--- src/rtl/music_pkg.sv ---
// music_pkg
//   Shared definitions for the music sequencer: FSM state encoding, score
//   entry field positions and the note code width.
//   No ports.
package music_pkg;

  typedef enum logic [2:0] {
    ST_IDLE,
    ST_FETCH,
    ST_DECODE,
    ST_ISSUE,
    ST_PLAY
  } state_t;

  localparam int NOTE_W     = 6;
  localparam int NOTE_MSB   = 5;
  localparam int TIE_BIT    = 6;
  localparam int SCORE_W    = 8;
  localparam int CROTCHET_W = 7;

  localparam logic [NOTE_W-1:0] NOTE_REST = 6'd0;

  function automatic logic is_rest(input logic [SCORE_W-1:0] entry);
    return entry[NOTE_MSB:0] == NOTE_REST;
  endfunction

endpackage

--- src/rtl/music_if.sv ---
// music_if
//   Note handshake between the sequencer and the PWM tone generator.
//   note_code  : note offered to the tone generator
//   note_valid : offer strobe, held until accepted or abandoned
//   note_ready : tone generator accepts; transfer on valid & ready
interface music_if;

  logic [music_pkg::NOTE_W-1:0] note_code;
  logic                         note_valid;
  logic                         note_ready;

  modport master (output note_code, output note_valid, input note_ready);
  modport slave  (input note_code, input note_valid, output note_ready);

endinterface

--- src/rtl/beat_timer.sv ---
// beat_timer
//   Crotchet tick counter. Counts 0..CROTCHET_TICKS-1 while enabled and is
//   held at zero while disabled or cleared.
//   i_clk, i_rst_n : clock, synchronous active-low reset
//   i_en           : count enable (sequencer not idle)
//   i_clr          : synchronous clear
//   o_boundary     : last tick of the crotchet
//   o_gap_next     : the next tick lies in the trailing articulation gap
module beat_timer #(
  parameter int CROTCHET_TICKS = 25_000_000,
  parameter int GAP_TICKS      = 2_000_000
) (
  input  logic i_clk,
  input  logic i_rst_n,
  input  logic i_en,
  input  logic i_clr,
  output logic o_boundary,
  output logic o_gap_next
);

  localparam int TICK_W = $clog2(CROTCHET_TICKS);
  localparam logic [TICK_W-1:0] LAST_TICK = TICK_W'(CROTCHET_TICKS - 1);
  // Compare one tick early so the registered gate is already low on the
  // first gap tick, giving exactly GAP_TICKS silent cycles.
  localparam logic [TICK_W-1:0] GAP_PRE   = TICK_W'(CROTCHET_TICKS - GAP_TICKS - 1);

  logic [TICK_W-1:0] r_tick;

  always_ff @(posedge i_clk) begin
    if (!i_rst_n || i_clr || !i_en) begin
      r_tick <= '0;
    end else if (o_boundary) begin
      r_tick <= '0;
    end else begin
      r_tick <= r_tick + 1'b1;
    end
  end

  assign o_boundary = i_en && (r_tick == LAST_TICK);
  assign o_gap_next = i_en && (r_tick >= GAP_PRE);

endmodule

--- src/rtl/music_sequencer.sv ---
// music_sequencer
//   Steps one score entry per crotchet, offers each note to the tone
//   generator over valid/ready and gates articulation gaps.
//   i_clk, i_rst_n    : clock, synchronous active-low reset
//   i_run             : 1 = play, 0 = stop and hold position
//   o_score_addr      : score ROM address (= crotchet)
//   i_score_data      : registered ROM data, [5:0] note, [6] tie, [7] reserved
//   note_if (master)  : note_code / note_valid / note_ready
//   o_note_gate       : tone audible
//   o_crotchet        : current score index
//   o_crotchet_pulse  : one-cycle strobe when o_crotchet takes a new value
//
// state  | meaning
// IDLE   | stopped, tick held at 0
// FETCH  | ROM address settling, data arrives next cycle
// DECODE | latch tie, start note offer or silence a rest
// ISSUE  | note offered, waiting for note_ready
// PLAY   | waiting for the crotchet boundary
module music_sequencer
  import music_pkg::*;
#(
  parameter int CROTCHET_TICKS = 25_000_000,
  parameter int GAP_TICKS      = 2_000_000,
  parameter int SCORE_LEN      = 112
) (
  input  logic                  i_clk,
  input  logic                  i_rst_n,
  input  logic                  i_run,
  output logic [CROTCHET_W-1:0] o_score_addr,
  input  logic [SCORE_W-1:0]    i_score_data,
  music_if.master               note_if,
  output logic                  o_note_gate,
  output logic [CROTCHET_W-1:0] o_crotchet,
  output logic                  o_crotchet_pulse
);

  localparam logic [CROTCHET_W-1:0] LAST_IDX = CROTCHET_W'(SCORE_LEN - 1);

  state_t                r_state;
  logic [CROTCHET_W-1:0] r_crotchet;
  logic [NOTE_W-1:0]     r_note_code;
  logic                  r_note_valid;
  logic                  r_note_gate;
  logic                  r_pulse;
  logic                  r_tie;

  logic w_boundary;
  logic w_gap_next;
  logic w_gap_drop;
  logic w_unused_reserved;

  assign w_unused_reserved = i_score_data[SCORE_W-1];
  assign w_gap_drop        = w_gap_next && !r_tie;

  beat_timer #(
    .CROTCHET_TICKS (CROTCHET_TICKS),
    .GAP_TICKS      (GAP_TICKS)
  ) u_beat_timer (
    .i_clk      (i_clk),
    .i_rst_n    (i_rst_n),
    .i_en       (r_state != ST_IDLE),
    .i_clr      (!i_run),
    .o_boundary (w_boundary),
    .o_gap_next (w_gap_next)
  );

  always_ff @(posedge i_clk) begin
    if (!i_rst_n) begin
      r_state      <= ST_IDLE;
      r_crotchet   <= '0;
      r_note_code  <= '0;
      r_note_valid <= 1'b0;
      r_note_gate  <= 1'b0;
      r_pulse      <= 1'b0;
      r_tie        <= 1'b0;
    end else if (!i_run) begin
      r_state      <= ST_IDLE;
      r_note_valid <= 1'b0;
      r_note_gate  <= 1'b0;
      r_pulse      <= 1'b0;
    end else if (w_boundary) begin
      // Boundary beats everything, including a handshake in the same cycle.
      r_crotchet   <= (r_crotchet == LAST_IDX) ? '0 : r_crotchet + 1'b1;
      r_pulse      <= 1'b1;
      r_state      <= ST_FETCH;
      r_note_valid <= 1'b0;
      if (r_state == ST_ISSUE) begin
        r_note_gate <= 1'b0;
      end
    end else begin
      r_pulse <= 1'b0;
      case (r_state)
        ST_IDLE:   r_state <= ST_FETCH;
        ST_FETCH:  r_state <= ST_DECODE;
        ST_DECODE: begin
          r_tie <= i_score_data[TIE_BIT];
          if (is_rest(i_score_data)) begin
            r_note_gate <= 1'b0;
            r_state     <= ST_PLAY;
          end else begin
            r_note_code  <= i_score_data[NOTE_MSB:0];
            r_note_valid <= 1'b1;
            r_state      <= ST_ISSUE;
          end
        end
        ST_ISSUE: begin
          if (note_if.note_ready) begin
            r_note_valid <= 1'b0;
            r_note_gate  <= !w_gap_drop;
            r_state      <= ST_PLAY;
          end else if (w_gap_drop) begin
            r_note_gate <= 1'b0;
          end
        end
        ST_PLAY: begin
          if (w_gap_drop) begin
            r_note_gate <= 1'b0;
          end
        end
        default: r_state <= ST_IDLE;
      endcase
    end
  end

  assign o_score_addr       = r_crotchet;
  assign o_crotchet         = r_crotchet;
  assign o_crotchet_pulse   = r_pulse;
  assign o_note_gate        = r_note_gate;
  assign note_if.note_code  = r_note_code;
  assign note_if.note_valid = r_note_valid;

endmodule

--- src/flat_wrapper.sv ---
// flat-port wrapper written by rule: the top's interface ports become plain ports
module music_sequencer_flat import music_pkg::*;
#(
  parameter int CROTCHET_TICKS = 25_000_000,
  parameter int GAP_TICKS      = 2_000_000,
  parameter int SCORE_LEN      = 112
)
  (i_clk, i_rst_n, i_run, o_score_addr, i_score_data, o_note_gate, o_crotchet, o_crotchet_pulse, note_if_note_code, note_if_note_valid, note_if_note_ready);
  music_if note_if_i ();
  input  logic i_clk;
  input  logic i_rst_n;
  input  logic i_run;
  output logic [CROTCHET_W-1:0] o_score_addr;
  input  logic [SCORE_W-1:0] i_score_data;
  output logic o_note_gate;
  output logic [CROTCHET_W-1:0] o_crotchet;
  output logic o_crotchet_pulse;
  output wire logic [$bits(note_if_i.note_code)-1:0] note_if_note_code;
  output wire logic [$bits(note_if_i.note_valid)-1:0] note_if_note_valid;
  input wire logic [$bits(note_if_i.note_ready)-1:0] note_if_note_ready;
  assign note_if_note_code = note_if_i.note_code;
  assign note_if_note_valid = note_if_i.note_valid;
  assign note_if_i.note_ready = note_if_note_ready;
  music_sequencer #(.CROTCHET_TICKS(CROTCHET_TICKS), .GAP_TICKS(GAP_TICKS), .SCORE_LEN(SCORE_LEN)) u_core (.i_clk(i_clk), .i_rst_n(i_rst_n), .i_run(i_run), .o_score_addr(o_score_addr), .i_score_data(i_score_data), .note_if(note_if_i), .o_note_gate(o_note_gate), .o_crotchet(o_crotchet), .o_crotchet_pulse(o_crotchet_pulse));
endmodule
--- config.mk ---
export PLATFORM = sky130hd
export DESIGN_NAME = music_sequencer_flat
export DESIGN_NICKNAME = d
export VERILOG_FILES = /design/src/rtl/music_pkg.sv /design/src/rtl/music_if.sv /design/src/rtl/beat_timer.sv /design/src/rtl/music_sequencer.sv /design/src/flat_wrapper.sv
export SDC_FILE = /design/constraint.sdc
export NUM_CORES = 1
export LEC_CHECK = 0
export CORE_UTILIZATION = 35
export CTS_CLUSTER_SIZE = 20
export DETAILED_ROUTE_END_ITERATION = 12
export PLACE_DENSITY_LB_ADDON = 0.08
export SLEW_MARGIN = 20
export SYNTH_ARGS = -nofsm -noshare
export SYNTH_HDL_FRONTEND = slang
export SYNTH_SLANG_ARGS = --single-unit
--- constraint.sdc ---
create_clock -name i_clk -period 2.54 [get_ports i_clk]
set_clock_uncertainty 0.1 [all_clocks]
set_input_delay 0.508 -clock i_clk [delete_from_list [all_inputs] [get_ports i_clk]]
set_output_delay 0.508 -clock i_clk [all_outputs]
set_load 0.02 [all_outputs]
== Word-level counts from Yosys, hierarchy flattened ==
Index checks and enable logic that the tools add are counted.
Widths: inputs -> output; s select.

* Reductions and logical operators: 25
* Order comparisons: 1
* Eq/ne operators: 12
* Bitwise logic cells: 5
* Mux-type cells: 15
* $add $sub $neg: 2

{| class="wikitable"
|+ Operators with widths
! operator !! count
|-
| $add 25x1->25 const B || 1
|-
| $eq 25x25->1 const B || 1
|-
| $ge 25x25->1 const B || 1
|-
| $pmux 3 s5 || 1
|-
| $mux 1 || 9
|-
| $reduce_and 3->1 || 3
|-
| $reduce_and 2->1 || 4
|-
| $add 7x1->7 const B || 1
|-
| $eq 7x7->1 const B || 1
|-
| $mux 7 || 1
|-
| $eq 3x2->1 const B || 2
|-
| $logic_not 6->1 || 1
|-
| $mux 3 || 2
|-
| $ne 2x2->1 const B || 3
|-
| $reduce_bool 3->1 || 2
|-
| $logic_not 1->1 || 5
|-
| $not 1->1 || 5
|-
| $reduce_and 4->1 || 1
|-
| $eq 3x1->1 const B || 1
|-
| $eq 3x3->1 const B || 1
|-
| $logic_and 1x1->1 || 3
|-
| $logic_not 3->1 || 1
|-
| $ne 3x2->1 const B || 1
|-
| $ne 3x3->1 const B || 1
|-
| other kinds (7) || 8
|}

* Output and inout bits: 23
* Bits of input ports: 12
* Logic and storage cells: 69
* Register bits after elaboration: 45

== Logic depth before layout (Yosys ltp) ==
Gate-level depths: netlist of the first run.

* Depth after elaboration: 7
* Depth in mapped cells: 8
* Mapped depth without buffers: 6

== Modules after synthesis ==
Synthesis of the first run repeated with hierarchy kept, for this count alone.

* Cells, all modules: 267
* Area total of the unflattened synthesis: 2,290.9 um^2

{| class="wikitable"
|+ Modules (own cells, without submodules)
! module !! seq. area each (um^2) !! cells each !! area an instance (um^2) !! times used
|-
| beat_timer || 500.5 || 149 || 1,251.2 || 1
|-
| music_sequencer || 400.4 || 118 || 1,039.7 || 1
|}

== Worst setup path before layout of the first run ==
No wires, ideal clock.

* Kind: flip-flop to flip-flop
* Start: register u_core.u_beat_timer.r_tick[0]
* End: register u_core.u_beat_timer.r_tick[5]
* Clock period less this slack: 2,047 ps
* Required time: 2,325 ps
* Setup slack: 493 ps
* Setup time: 115 ps
* Path buffers: 2
* Arrival: 1,832 ps
* Stages on the path, launching flop included: 9
* Path through: dfxtp_1 > ha_1 > nand2_1 > or4_4 > nor3_4 > or3_1 > buf_6 > buf_6 > nor2_1

* Word-level cells in the longest chain between the ends: 3
* Elaborated cells between the ends (all ways): 4
* Classes of those cells: add/sub: 1; eq/ne: 1; reduce/logical: 2

{| class="wikitable"
|+ RTL lines
! element !! RTL line !! RTL
|-
| start: declaration || beat_timer.sv:27 || <nowiki>logic [TICK_W-1:0] r_tick;</nowiki>
|-
| start signal: assignment || beat_timer.sv:35 || <nowiki>r_tick <= r_tick + 1'b1;</nowiki>
|-
| parallel branches: the longest is 3 deep, another holds $add 25x1->25 || - ||
|}

Parallel ways; which one is timed is not known.
A chain may end at the register's enable or synchronous reset.

== Worst setup path after layout of the first run ==
* Start: register u_core.u_beat_timer.r_tick[0]
* End: register u_core.u_beat_timer.r_tick[13]

Same word-level chain as after synthesis.

==> flow_results.xml, run 1 <==
<?xml version="1.0" encoding="UTF-8"?>
<metrics>
  <group name="placement">
    <metric name="placedCellCount" unit="">358</metric>
    <metric name="dp_worst_setup_slack" unit="ns">0.232</metric>
    <metric name="port_buffers" unit="">33</metric>
    <metric name="dp.final_hpwl" unit="um">3340</metric>
    <metric name="gp_congestion" unit="">0.788</metric>
    <metric name="placed_cell_area" unit="um^2">2630</metric>
  </group>
  <group name="clocking">
    <metric name="cts_post_setup_buffers_inserted" unit="">0</metric>
    <metric name="clkLatencyLatePin" unit="ns">0.31</metric>
    <metric name="cts_root_buffer" unit="">clkbuf_8</metric>
    <metric name="cts-resized-gates" unit="">0</metric>
    <metric name="tritoncts_num_sinks" unit="">45</metric>
    <metric name="worst_setup_hold_path_clk_slew" unit="ns">0.09</metric>
    <metric name="cts_tree" unit="">built</metric>
    <metric name="number_of_hold_buffers_added_after_cts" unit="">0</metric>
    <metric name="ctsLongestPathBuffers" unit="">2</metric>
    <metric name="cts_max_level" unit="">2</metric>
    <metric name="cts_made_buffers" unit="">5</metric>
  </group>
  <group name="floorplan">
    <metric name="fp.dieW" unit="um">82.3</metric>
    <metric name="initial_core_util" unit="%">37.3</metric>
    <metric name="placeableCoreArea" unit="um^2">6060</metric>
    <metric name="pin_count" unit="">35</metric>
    <metric name="placement_rows" unit="">28</metric>
    <metric name="die_area" unit="um^2">6780</metric>
    <metric name="die_height" unit="um">82.3</metric>
  </group>
  <group name="pwr">
    <metric name="power.leakage" unit="uW">0.000958</metric>
    <metric name="swShare" unit="%">23.0</metric>
    <metric name="clock_power_share" unit="%">41.6</metric>
    <metric name="power_report.internal_total" unit="uW">1040</metric>
    <metric name="seq_power_share" unit="%">52.9</metric>
    <metric name="ir_drop" unit="V">0.000222</metric>
    <metric name="pwr-share-comb" unit="%">5.5</metric>
    <metric name="power.net_switching" unit="uW">310</metric>
    <metric name="power-per-cell-area" unit="nW/um^2">492</metric>
  </group>
  <group name="yosys">
    <metric name="yosysTopAreaCell" unit="">dfxtp_1</metric>
    <metric name="synth_enable_flop_cells" unit="">0</metric>
    <metric name="count_of_state_elements_after_synthesis" unit="">45</metric>
    <metric name="syn_area" unit="um^2">2260</metric>
    <metric name="postSynthNetCount" unit="">275</metric>
    <metric name="synthFlopType" unit="">dfxtp_1</metric>
    <metric name="ys.warnings.count" unit="">0</metric>
    <metric name="ys_top_cells_by_area" unit="">dfxtp_1 40%, xor2_1 7.4%, nor2_1 6.1%</metric>
    <metric name="synth-async-reset-ratio" unit="%">0</metric>
    <metric name="seq_area_frac_synth" unit="%">39.9</metric>
    <metric name="synthCells" unit="">261</metric>
    <metric name="post-synth-top-area-fraction" unit="%">39.9</metric>
    <metric name="avgSynthCellArea" unit="um^2">8.65</metric>
    <metric name="synth_cell_type_count" unit="">45</metric>
  </group>
  <group name="timing">
    <metric name="timing.final.max_slew_violations" unit="">0</metric>
    <metric name="final-setup-viol-count" unit="">0</metric>
    <metric name="slew_headroom" unit="%">58.0</metric>
    <metric name="layout_min_cycle_time" unit="ns">2.26</metric>
    <metric name="final_sum_of_negative_setup_slack" unit="ns">0</metric>
    <metric name="final_hold_viol_count" unit="">0</metric>
    <metric name="worst_slew_pin_slew" unit="ns">0.627</metric>
    <metric name="achievable_frequency" unit="GHz">0.443</metric>
    <metric name="unrepaired_setup_endpoints_after_global_routing" unit="">false</metric>
    <metric name="timing.final.ws_setup" unit="ns">0.284</metric>
    <metric name="final.hold.worst_slack" unit="ns">0.363</metric>
    <metric name="post-route-period-util" unit="%">88.8</metric>
  </group>
  <group name="finish">
    <metric name="area_delta_synth_final" unit="%">21.3</metric>
    <metric name="final-seq-area" unit="um^2">901</metric>
    <metric name="stdcell_area" unit="um^2">2740</metric>
    <metric name="footprint_of_the_multi_input_gates" unit="um^2">1220</metric>
    <metric name="layoutNonFillerInstCount" unit="">366</metric>
    <metric name="layout_cell_share_with_drive_strength_beyond_1" unit="%">8.25</metric>
    <metric name="fin_nets" unit="">304</metric>
    <metric name="n_antenna_cell" unit="">0</metric>
    <metric name="fillCellCount" unit="">616</metric>
    <metric name="most-common-layout-cells" unit="">45 x dfxtp_1, 37 x nor2_1, 33 x clkdlybuf4s50_1</metric>
    <metric name="layout_commonest_cell" unit="">dfxtp_1</metric>
  </group>
  <group name="detailed_routing">
    <metric name="drt_pass1_iterations" unit="">4</metric>
    <metric name="wire_per_inst" unit="um">12.6</metric>
    <metric name="remaining_drcs" unit="">0</metric>
    <metric name="drtAntennaViolNets" unit="">0</metric>
    <metric name="vias_per_std_cell" unit="">4.93</metric>
    <metric name="finalWirelength" unit="um">4610</metric>
    <metric name="drt-initial-drc-count" unit="">70</metric>
    <metric name="detailroute.via_count" unit="">1803</metric>
  </group>
  <group name="setup_path">
    <metric name="worstPathBufferInverterCount" unit="">1</metric>
    <metric name="worst-path-max-fanout" unit="">25</metric>
    <metric name="timing.critical_path.cells" unit="">ha_1 -&gt; nand2_1 -&gt; or4_4 -&gt; nor3_4 -&gt; or3_1 -&gt; buf_12 -&gt; nor2_1</metric>
    <metric name="largest_incremental_delay_on_the_critical_path" unit="ns">0.60</metric>
    <metric name="startpoint_type" unit="">register</metric>
    <metric name="arrival" unit="ns">2.35</metric>
    <metric name="cp-end-kind" unit="">register</metric>
    <metric name="path_delay_family" unit="">simple AND/OR/NAND/NOR gates</metric>
    <metric name="critPathRequiredTime" unit="ns">2.64</metric>
    <metric name="slowest_stage" unit="">or4_4</metric>
    <metric name="criticalPathCategory" unit="">register to register</metric>
  </group>
  <group name="global_route">
    <metric name="global_route.overflow_total" unit="">0</metric>
    <metric name="grt_pass1_wl" unit="um">7600</metric>
    <metric name="first_global_vias" unit="">1594</metric>
    <metric name="grt_antenna_before_repair" unit="">0</metric>
    <metric name="maximum_number_of_pins_on_one_net_before_global_route_repair" unit="">26</metric>
    <metric name="grtUsageTotal" unit="%">14.9</metric>
  </group>
  <group name="min_path">
    <metric name="type_of_the_tightest_min_delay_check" unit="">register to register</metric>
  </group>
  <group name="run">
    <metric name="cap_violations" unit="">0</metric>
  </group>
  <group name="outcome">
    <metric name="status" unit="">finished clean</metric>
  </group>
</metrics>
flip-flops by register name (all words and copies together) (netlist names):
name and cells:
u_core.o_crotchet_pulse 1, u_core.u_beat_timer.r_tick 25, u_core.o_crotchet 7, u_core.r_tie 1, u_core.note_if.note_code 6, u_core.note_if.note_valid 1, u_core.o_note_gate 1, u_core.r_state 3
power groups by stage:
stage                     Clock (uW)  Combinational (uW)  Sequential (uW)
after global placement             0                76.1              730
after floorplan                    0                43.1              731
after CTS                        581                75.8              713
final                            561                74.6              713
after detailed placement           0                75.2              730
after global routing             611                82.1              714
stage by stage:
stage	total power (uW)	utilization, %
global placement	806	43.3
finish	1350	45.2
CTS	1370	45.2
global route	1410	45.2
floorplan	774	-
detailed placement	805	43.3
synth_stat cells, types with 2 or more instances:
library cell	count
ha_1	2
nand4_1	9
or3_1	2
nand3_1	16
buf_4	8
a211oi_1	2
or2_2	2
nand3b_1	2
nand2b_1	3
o211ai_1	2
inv_1	5
clkbuf_1	5
nor3b_1	3
xnor2_1	8
nor4_1	5
dfxtp_1	45
o21ai_0	2
o31ai_1	2
nor2_1	37
and3_1	5
xor2_1	19
and4_1	3
nor2b_1	3
mux2i_1	8
a21oi_1	7
or4_1	2
buf_6	3
nor3_1	3
buf_2	2
nor4_4	2
nand2_1	30
worst min-delay path, cell delays in order (launching register included):
cell     delay, ns
dfxtp_1       0.32
nand2_1       0.05
mux2i_1       0.05
final timing paths:
check	slack, ns	endpoint	cells after the start	start
min reg2reg	0.36	u_core.note_if.note_code[4]	2	u_core.note_if.note_code[4]
max	0.28	u_core.u_beat_timer.r_tick[13]	7	u_core.u_beat_timer.r_tick[0]
max reg2reg	0.28	u_core.u_beat_timer.r_tick[13]	7	u_core.u_beat_timer.r_tick[0]
min	0.36	u_core.note_if.note_code[4]	2	u_core.note_if.note_code[4]
area by class of cell:
cell class / count / share of cell area, %
clock buffers: 5 / 2.51
clock inverters: 3 / 1.69
inverters: 5 / 0.685
multi-input cells: 193 / 44.4
flip-flops and latches: 45 / 32.9
well taps: 75 / 3.42
repair buffers: 40 / 14.4
logic make-up (layout without fill, tap and decap cells):
group,count (synthesis),in the layout,synth area share [%]
muxes,8,8,3.55
and+or+nand+nor,135,135,32.4
xor gates and xnor gates,27,27,10.5
AOI/OAI and AO/OA,21,21,6.32
buffers and inverters,23,53,6.26
DFF,45,45,39.9
adders and majority gates,2,2,1.11
layer usage:
layer	global-route usage, %	vias to the layer above	wire length (um)
met5	0	-	0
met3	3.96	6	188
li1	-	952	-
met4	5.44	0	65
met1	20.0	813	2330
met2	22.8	32	2020
Note: power is estimated with default switching activity, not from simulation.
==> run 2: changes to the inputs <==
CORE_MARGIN = 4   (was not set)
==> flow_results.xml, run 2 (synthesis results as in run 1) <==
<?xml version="1.0" encoding="UTF-8"?>
<metrics>
  <group name="detailed_routing">
    <metric name="drtAntennaViolNets" unit="">0</metric>
    <metric name="drt_pass1_iterations" unit="">4</metric>
    <metric name="drt-initial-drc-count" unit="">66</metric>
    <metric name="remaining_drcs" unit="">0</metric>
    <metric name="detailroute.via_count" unit="">1822</metric>
    <metric name="wire_per_inst" unit="um">12.9</metric>
    <metric name="vias_per_std_cell" unit="">4.95</metric>
    <metric name="finalWirelength" unit="um">4730</metric>
  </group>
  <group name="setup_path">
    <metric name="criticalPathCategory" unit="">register to register</metric>
    <metric name="worst-path-max-fanout" unit="">25</metric>
    <metric name="cp-end-kind" unit="">register</metric>
    <metric name="largest_incremental_delay_on_the_critical_path" unit="ns">0.70</metric>
    <metric name="arrival" unit="ns">2.31</metric>
    <metric name="timing.critical_path.cells" unit="">nand4_1 -&gt; or4_1 -&gt; nor3_4 -&gt; or3_1 -&gt; buf_12 -&gt; nor2_1</metric>
    <metric name="critPathRequiredTime" unit="ns">2.63</metric>
    <metric name="path_delay_family" unit="">simple AND/OR/NAND/NOR gates</metric>
    <metric name="worstPathBufferInverterCount" unit="">1</metric>
    <metric name="slowest_stage" unit="">or4_1</metric>
    <metric name="startpoint_type" unit="">register</metric>
  </group>
  <group name="clocking">
    <metric name="cts_tree" unit="">built</metric>
    <metric name="cts_max_level" unit="">2</metric>
    <metric name="worst_setup_hold_path_clk_slew" unit="ns">0.09</metric>
    <metric name="number_of_hold_buffers_added_after_cts" unit="">0</metric>
    <metric name="tritoncts_num_sinks" unit="">45</metric>
    <metric name="cts_made_buffers" unit="">5</metric>
    <metric name="cts-resized-gates" unit="">0</metric>
    <metric name="ctsLongestPathBuffers" unit="">2</metric>
    <metric name="clkLatencyLatePin" unit="ns">0.30</metric>
    <metric name="cts_root_buffer" unit="">clkbuf_8</metric>
    <metric name="cts_post_setup_buffers_inserted" unit="">0</metric>
  </group>
  <group name="finish">
    <metric name="area_delta_synth_final" unit="%">20.8</metric>
    <metric name="fin_nets" unit="">304</metric>
    <metric name="fillCellCount" unit="">669</metric>
    <metric name="layout_commonest_cell" unit="">dfxtp_1</metric>
    <metric name="flip_flop_count_of_the_largest_register_all_copies_and_words_added" unit="">25</metric>
    <metric name="largest-register" unit="">u_core.u_beat_timer.r_tick</metric>
    <metric name="n_antenna_cell" unit="">0</metric>
    <metric name="layout_cell_share_with_drive_strength_beyond_1" unit="%">8.25</metric>
    <metric name="stdcell_area" unit="um^2">2730</metric>
    <metric name="most-common-layout-cells" unit="">45 x dfxtp_1, 37 x nor2_1, 33 x clkdlybuf4s50_1</metric>
  </group>
  <group name="global_route">
    <metric name="met1_usage" unit="%">17.6</metric>
    <metric name="grt_antenna_before_repair" unit="">0</metric>
    <metric name="grt_pass1_wl" unit="um">8200</metric>
    <metric name="grt.busiest_layer" unit="">met2</metric>
    <metric name="grtUsageTotal" unit="%">13.3</metric>
    <metric name="global_route.overflow_total" unit="">0</metric>
    <metric name="maximum_number_of_pins_on_one_net_before_global_route_repair" unit="">26</metric>
    <metric name="use_met3" unit="%">3.07</metric>
    <metric name="first_global_vias" unit="">1751</metric>
    <metric name="groute.layer.met2.usage" unit="%">21.3</metric>
  </group>
  <group name="placement">
    <metric name="port_buffers" unit="">33</metric>
    <metric name="dp_worst_setup_slack" unit="ns">0.239</metric>
    <metric name="placed_cell_area" unit="um^2">2630</metric>
    <metric name="dp.final_hpwl" unit="um">3410</metric>
    <metric name="gp_congestion" unit="">0.705</metric>
  </group>
  <group name="timing">
    <metric name="achievable_frequency" unit="GHz">0.449</metric>
    <metric name="unrepaired_setup_endpoints_after_global_routing" unit="">false</metric>
    <metric name="worst_slew_pin_slew" unit="ns">0.631</metric>
    <metric name="final-setup-viol-count" unit="">0</metric>
    <metric name="timing.final.max_slew_violations" unit="">0</metric>
    <metric name="post-route-period-util" unit="%">87.6</metric>
    <metric name="final.hold.worst_slack" unit="ns">0.357</metric>
    <metric name="slew_headroom" unit="%">57.7</metric>
    <metric name="layout_min_cycle_time" unit="ns">2.23</metric>
    <metric name="final_hold_viol_count" unit="">0</metric>
    <metric name="final_sum_of_negative_setup_slack" unit="ns">0</metric>
    <metric name="timing.final.ws_setup" unit="ns">0.315</metric>
  </group>
  <group name="run">
    <metric name="cap_violations" unit="">0</metric>
  </group>
  <group name="floorplan">
    <metric name="placeableCoreArea" unit="um^2">6310</metric>
    <metric name="placement_rows" unit="">29</metric>
    <metric name="pin_count" unit="">35</metric>
    <metric name="initial_core_util" unit="%">35.8</metric>
    <metric name="die_height" unit="um">88.3</metric>
    <metric name="fp.dieW" unit="um">88.3</metric>
    <metric name="die_area" unit="um^2">7800</metric>
  </group>
  <group name="pwr">
    <metric name="total_power" unit="uW">1270</metric>
    <metric name="power-per-cell-area" unit="nW/um^2">466</metric>
    <metric name="power.leakage" unit="uW">0.000958</metric>
    <metric name="ir_drop" unit="V">0.000194</metric>
  </group>
  <group name="min_path">
    <metric name="type_of_the_tightest_min_delay_check" unit="">register to register</metric>
  </group>
  <group name="outcome">
    <metric name="status" unit="">finished clean</metric>
  </group>
</metrics>
## run 2: cell types whose count changed in the layout (fill, tap and decap cells not counted), sizes merged
cell,delta
clkbuf,+2
bufinv,-1
clkinvlp,-1
## run 2: area by class of cell
| cell class | instances | area [um^2] | share of cell area [%] |
|---|---|---|---|
| multi-input combinational | 193 | 1220 | 44.6 |
| tap | 77 | 96.3 | 3.53 |
| clock inverter | 1 | 5.00 | 0.183 |
| clock buffer | 7 | 96.3 | 3.53 |
| timing repair buffer | 40 | 395 | 14.5 |
| inverter | 5 | 18.8 | 0.688 |
| sequential | 45 | 901 | 33.0 |
## run 2: path summary, 6_finish.rpt
kind                                                      from  depth (start not counted)  slack (ns)                            end
worst max-delay path            u_core.u_beat_timer.r_tick[11]                          6        0.31  u_core.u_beat_timer.r_tick[5]
worst min-delay path               u_core.note_if.note_code[4]                          2        0.36    u_core.note_if.note_code[4]
worst min register to register     u_core.note_if.note_code[4]                          2        0.36    u_core.note_if.note_code[4]
worst max register to register  u_core.u_beat_timer.r_tick[11]                          6        0.31  u_core.u_beat_timer.r_tick[5]
## run 2: report_power, final
group | switching, uW | internal (uW)
Sequential | 3.59 | 709
Clock | 238 | 246
Combinational | 40.4 | 34.6
Total | 282 | 990
## run 2: worst min-delay path: stages (launching register included)
cell and delay, ns:
dfxtp_1 0.32, nand2_1 0.05, mux2i_1 0.05
## run 2: layer usage
metal / vias to the layer above / wire length, um
met1: 832 / 2380
met4: 0 / 63
li1: 953 / -
met5: - / 0
met3: 4 / 225
met2: 33 / 2060
## run 2: metrics by stage
step,cells,utilization [%]
2_1_floorplan,261,-
3_3_place_gp,360,41.6
3_5_place_dp,360,41.6
4_1_cts,368,43.2
5_1_grt,368,43.2
6_report,368,43.2
